===== config.mk =====
export PLATFORM = sky130hd
export DESIGN_NAME = wb_btn_debounce
export DESIGN_NICKNAME = d
export VERILOG_FILES = /design/src/rtl/btn_pkg.sv /design/src/rtl/btn_debounce_cell.sv /design/src/rtl/wb_btn_debounce.sv
export SDC_FILE = /design/constraint.sdc
export NUM_CORES = 1
export LEC_CHECK = 0
export ABC_CLOCK_PERIOD_IN_PS = 6700
export BUFFER_PORTS_ARGS = -buffer_cell sky130_fd_sc_hd__buf_2
export CORE_MARGIN = 3
export CORE_UTILIZATION = 50
export DETAILED_ROUTE_END_ITERATION = 12
export PLACE_DENSITY = 0.77
export SLEW_MARGIN = 15
export SYNTH_ARGS = -nofsm -noshare
export SYNTH_HDL_FRONTEND = slang
export SYNTH_SLANG_ARGS = --single-unit

===== constraint.sdc =====
create_clock -name wb_clk_i -period 6.7 [get_ports wb_clk_i]
set_input_delay 1.005 -clock wb_clk_i [delete_from_list [all_inputs] [get_ports wb_clk_i]]
set_output_delay 1.005 -clock wb_clk_i [all_outputs]
set_load 0.03 [all_outputs]

===== src/rtl/btn_pkg.sv =====
// Register offsets, field positions and the byte-lane merge helper shared
// by the pushbutton debounce block.
package btn_pkg;

    localparam logic [3:0] BTN_STATE  = 4'h0;
    localparam logic [3:0] BTN_STATUS = 4'h1;
    localparam logic [3:0] BTN_IEN    = 4'h2;
    localparam logic [3:0] BTN_PERIOD = 4'h3;
    localparam logic [3:0] BTN_RAW    = 4'h4;

    localparam int BTN_REL_LSB = 16;

    // Expands the four byte enables into a 32-bit lane mask.
    function automatic logic [31:0] lane_mask(input logic [3:0] sel);
        logic [31:0] m;
        m = '0;
        for (int b = 0; b < 4; b++) begin
            m[b*8 +: 8] = {8{sel[b]}};
        end
        return m;
    endfunction

    function automatic logic [31:0] sel_merge(input logic [31:0] cur,
                                              input logic [31:0] wdat,
                                              input logic [3:0]  sel);
        return (cur & ~lane_mask(sel)) | (wdat & lane_mask(sel));
    endfunction

endpackage


===== src/rtl/btn_debounce_cell.sv =====
// One pushbutton: two-flop synchroniser, debounce counter, debounced level
// and single-cycle press/release pulses.
module btn_debounce_cell
    import btn_pkg::*;
#(
    parameter int DBNC_W = 20
) (
    input  logic              clk,
    input  logic              rst,
    input  logic              btn_raw,
    input  logic [DBNC_W-1:0] thresh,
    output logic              sync,
    output logic              stable,
    output logic              press,
    output logic              rel
);

    logic              meta;
    logic [DBNC_W-1:0] cnt;
    logic              mismatch;
    logic              hit;

    // Compare with >= so a period shortened mid-count still terminates.
    assign mismatch = sync ^ stable;
    assign hit      = mismatch && (cnt >= thresh);
    assign press    = hit & sync;
    assign rel      = hit & ~sync;

    always_ff @(posedge clk) begin
        if (rst) begin
            meta   <= 1'b0;
            sync   <= 1'b0;
            stable <= 1'b0;
            cnt    <= '0;
        end else begin
            meta <= btn_raw;
            sync <= meta;
            if (!mismatch) begin
                cnt <= '0;
            end else if (hit) begin
                stable <= sync;
                cnt    <= '0;
            end else begin
                cnt <= cnt + DBNC_W'(1);
            end
        end
    end

endmodule


===== src/rtl/wb_btn_debounce.sv =====
// Wishbone slave for the pushbutton window: debounced state, W1C event
// status, interrupt enables, debounce period and raw synchronised inputs.
module wb_btn_debounce
    import btn_pkg::*;
#(
    parameter int          NUM_BTN  = 5,
    parameter int          DBNC_W   = 20,
    parameter int unsigned DBNC_RST = 1000000
) (
    input  logic               wb_clk_i,
    input  logic               wb_rst_i,
    input  logic [31:0]        wb_adr_i,
    input  logic [31:0]        wb_dat_i,
    input  logic [3:0]         wb_sel_i,
    input  logic               wb_we_i,
    input  logic               wb_cyc_i,
    input  logic               wb_stb_i,
    input  logic [2:0]         wb_cti_i,
    input  logic [1:0]         wb_bte_i,
    output logic [31:0]        wb_dat_o,
    output logic               wb_ack_o,
    output logic               wb_err_o,
    output logic               wb_rty_o,
    input  logic [NUM_BTN-1:0] btn_i,
    output logic               btn_irq_o
);

    localparam logic [31:0] LOW_MASK = 32'((33'd1 << NUM_BTN) - 33'd1);
    localparam logic [31:0] EVT_MASK = LOW_MASK | (LOW_MASK << BTN_REL_LSB);

    logic [NUM_BTN-1:0] sync;
    logic [NUM_BTN-1:0] stable;
    logic [NUM_BTN-1:0] press;
    logic [NUM_BTN-1:0] rel;

    logic [31:0]       status;
    logic [31:0]       ien;
    logic [DBNC_W-1:0] period;
    logic [DBNC_W-1:0] thresh;
    logic [DBNC_W-1:0] period_wr;

    logic        req;
    logic        wr_en;
    logic [3:0]  offs;
    logic [31:0] rd_data;
    logic [31:0] evt_set;
    logic [31:0] evt_clr;
    logic [31:0] status_next;
    logic        unused_bus;

    assign unused_bus = ^{wb_adr_i[31:6], wb_adr_i[1:0], wb_cti_i, wb_bte_i};

    assign wb_err_o = 1'b0;
    assign wb_rty_o = 1'b0;

    assign req   = wb_cyc_i & wb_stb_i & ~wb_ack_o;
    assign wr_en = req & wb_we_i;
    assign offs  = wb_adr_i[5:2];

    // A zero period behaves as one cycle.
    assign thresh    = (period == '0) ? '0 : period - DBNC_W'(1);
    assign period_wr = DBNC_W'(sel_merge(32'(period), wb_dat_i, wb_sel_i));

    for (genvar g = 0; g < NUM_BTN; g++) begin : gen_cell
        btn_debounce_cell #(
            .DBNC_W (DBNC_W)
        ) u_cell (
            .clk     (wb_clk_i),
            .rst     (wb_rst_i),
            .btn_raw (btn_i[g]),
            .thresh  (thresh),
            .sync    (sync[g]),
            .stable  (stable[g]),
            .press   (press[g]),
            .rel     (rel[g])
        );
    end

    always_comb begin
        evt_set = '0;
        evt_set[NUM_BTN-1:0]               = press;
        evt_set[BTN_REL_LSB +: NUM_BTN]    = rel;
    end

    // New events win over a simultaneous clear of the same bit.
    assign evt_clr     = (wr_en && offs == BTN_STATUS) ? (wb_dat_i & lane_mask(wb_sel_i)) : '0;
    assign status_next = ((status & ~evt_clr) | evt_set) & EVT_MASK;

    always_comb begin
        rd_data = '0;
        case (offs)
            BTN_STATE:  rd_data = 32'(stable);
            BTN_STATUS: rd_data = status;
            BTN_IEN:    rd_data = ien;
            BTN_PERIOD: rd_data = 32'(period);
            BTN_RAW:    rd_data = 32'(sync);
            default:    rd_data = '0;
        endcase
    end

    always_ff @(posedge wb_clk_i) begin
        if (wb_rst_i) begin
            wb_ack_o  <= 1'b0;
            wb_dat_o  <= '0;
            btn_irq_o <= 1'b0;
            status    <= '0;
            ien       <= '0;
            period    <= DBNC_W'(DBNC_RST);
        end else begin
            wb_ack_o  <= req;
            if (req) begin
                wb_dat_o <= rd_data;
            end
            status    <= status_next;
            btn_irq_o <= |(status & ien);
            if (wr_en && offs == BTN_IEN) begin
                ien <= sel_merge(ien, wb_dat_i, wb_sel_i) & EVT_MASK;
            end
            if (wr_en && offs == BTN_PERIOD) begin
                period <= period_wr;
            end
        end
    end

endmodule

==> results.tsv <==
metric	value	unit
status	finished, final reports clean	
port-buffer-count	60	
die_area	0.0214	mm²
synth_edf_count	0	
finalHoldViolCount	0	
hp-class	flip-flop to flip-flop	
num_antenna_cells	0	
cp-end-kind	flip-flop	
drt_wl_total	23100	µm
cts_tree	done	
routedWlPerCell	15.8	µm
cts_max_level	4	
grt_pass1_wl	37700	µm
cts_sinks	178	
max_stage_delay	940	ps
post_cts_buffers	0	
critPathMaxFanout	19	
ys_seq_area_share	36.2	%
grt_usage	21.6	%
fin_hold_ws	441	ps
syn_avg_cell_area	8.63	µm²
via_per_inst	5.55	
ys_warn_count	0	
async_flop_share	0	%
tightest_slew	1180	ps
vias	8120	
dp_slack	1520	ps
area_growth	10.9	%
ys_seq_elements	178	
drt_iter0_drc	630	
arrival	5660	ps
drive_gt1_share	9.48	%
setup_viol	0	
clockBufferDepth	2	
skew	12.5	ps
root_buffer	clkbuf_16	
maxSlewHeadroom	21.6	%
hold_buffers	0	
nets	1379	
globalplace.congestion	0.891	
synth_cells	1141	
die_h	146	µm
fin_setup_tns	0	ps
dieWidth	146	µm
power_leakage	4.69	nW
total_power	2.18	mW
min_period_over_period	79.1	%
insertion_delay	440	ps
cp_slowest_cell	a21oi_1	
slew_viol_final	0	
worstSetupPathType	flip-flop to flip-flop	
startpoint_type	flip-flop	
cp.required	7060	ps
n_fill_cell	1696	
yosysUniqueCellTypes	52	
dp_hpwl	16400	µm
stdcell_area	0.0109	mm²
p_per_area	200	mW/mm²
critPathBufInv	1	
coreArea	0.0190	mm²
crit_chain	inv_1 -> ha_1 -> or4b_1 -> nor4_4 -> nand2_2 -> or4_4 -> a21oi_1 -> ha_1 -> a21oi_1 -> nand2_1 -> a221oi_1 -> o31a_1 -> nand3_1 -> nor2_1	
drc	0	
grt_pass1_vias	7545	
place_area	0.0103	mm²
cp_top_family	simple AND/OR/NAND/NOR gates	
finalWorstPathRequiredPeriod	5300	ps
cts_buffers	17	
start_util	51.8	%
grt-ovfl-total	0	
synth_area	0.00984	mm²
rsz0062_at_grt	no	
pin_count	119	
first_pass_iters	5	
clk_pin_slew_worst_paths	70	ps
rows	50	
ctsResizeCount	0	
grt_max_degree	76	
cap_violations	0	
max_freq	0.189	GHz
antenna_found_initial	0	
peakVddDrop	0.000177	V
fin_ws	1400	ps
detail-route-antenna-nets	0	
ys.flop_type	dfxtp_1	
==> layout make-up <==
class                           count  area [µm²]  share of cell area (%)
Multi-Input combinational cell    909        6020                    55.1
Sequential cell                   178        3560                    32.6
Clock buffer                       17         425                    3.90
Tap cell                          260         325                    2.98
Timing Repair Buffer               63         323                    2.96
Clock inverter                     15         188                    1.72
Inverter                           21        78.8                   0.722
==> synth_stat cells, types with 3 or more instances <==
cell | count | area [µm²]
nor2_1 | 194 | 728
dfxtp_1 | 178 | 3560
ha_1 | 106 | 1330
nand2_1 | 99 | 372
xor2_1 | 63 | 552
nand3_1 | 54 | 270
xnor2_1 | 44 | 385
a21oi_1 | 42 | 210
mux2i_1 | 36 | 360
o21ai_0 | 31 | 155
nand4_1 | 29 | 181
and3_1 | 25 | 156
clkbuf_1 | 24 | 90.1
a22oi_1 | 22 | 165
nor3_1 | 22 | 110
inv_1 | 21 | 78.8
nor2b_1 | 17 | 106
buf_4 | 13 | 97.6
and4_1 | 11 | 96.3
nand3b_1 | 11 | 82.6
a21o_1 | 10 | 75.1
o22ai_1 | 10 | 62.6
and2_1 | 8 | 50.1
a221oi_1 | 7 | 61.3
a22o_1 | 6 | 52.6
or2_2 | 6 | 37.5
a211oi_1 | 5 | 37.5
mux2_2 | 4 | 45.0
nor4_1 | 4 | 25.0
o211ai_1 | 4 | 30.0
o31a_1 | 4 | 35.0
a211o_1 | 3 | 26.3
or4_1 | 3 | 22.5
==> final timing paths <==
kind | from | end | slack, ps | depth (start not counted)
setup / recovery | flip-flop | gen_cell[1].u_cell.cnt[18] | 1400 | 14
hold / removal | gen_cell[2].u_cell.meta | gen_cell[2].u_cell.sync | 440 | 1
setup reg to reg | flip-flop | gen_cell[1].u_cell.cnt[18] | 1400 | 14
hold reg to reg | gen_cell[2].u_cell.meta | gen_cell[2].u_cell.sync | 440 | 1
==> layout by cell type (no fill, tap or decap), types with 3 or more instances in the layout <==
cell       count
nor2_1       194
dfxtp_1      178
ha_1         106
nand2_1       99
xor2_1        63
buf_2         60
nand3_1       54
xnor2_1       44
a21oi_1       42
mux2i_1       36
o21ai_0       31
nand4_1       29
and3_1        25
nor3_1        22
a22oi_1       22
inv_1         21
nor2b_1       17
clkbuf_16     17
conb_1        13
nand3b_1      11
and4_1        11
a21o_1        10
o22ai_1       10
and2_1         8
a221oi_1       7
or2_2          6
a22o_1         6
a211oi_1       5
inv_8          5
nor4_1         4
o31a_1         4
o211ai_1       4
mux2_2         4
inv_6          4
or4_1          3
a211o_1        3
buf_4          3
==> power by group <==
part | internal, mW | switching [mW] | leakage [nW]
Clock | 0.569 | 0.474 | 0.297
Sequential | 1.06 | 0.00448 | 1.44
Combinational | 0.0220 | 0.0512 | 2.95
==> layer usage <==
| layer | vias up | part of all wire, % | wire, µm | global-route usage, % |
|---|---|---|---|---|
| met2 | 213 | 46 | 10600 | 34.4 |
| met1 | 3788 | 46 | 10500 | 29.0 |
| li1 | 4076 | - | - | - |
| met3 | 43 | 5.8 | 1330 | 4.78 |
| met4 | 0 | 2.6 | 609 | 7.57 |
| met5 | - | 0 | 0 | 0 |
==> per-stage QoR <==
stage,instances,util [%]
finish,1463,57.4
global route,1463,57.4
CTS,1463,57.4
detailed placement,1431,54.2
global placement,1431,54.2
floorplan,1153,-
==> kinds of logic after synthesis <==
group,Yosys count,synth area share [%]
AOI/OAI and AO/OA,147,9.49
xor gates and xnor gates,107,9.52
adders and majority gates,106,13.5
buffers and inverters,66,3.22
DFF,178,36.2
muxes,40,4.12
other,1,0.0381
and+or+nand+nor,496,23.9
Note: power is estimated with default switching activity, not from simulation.
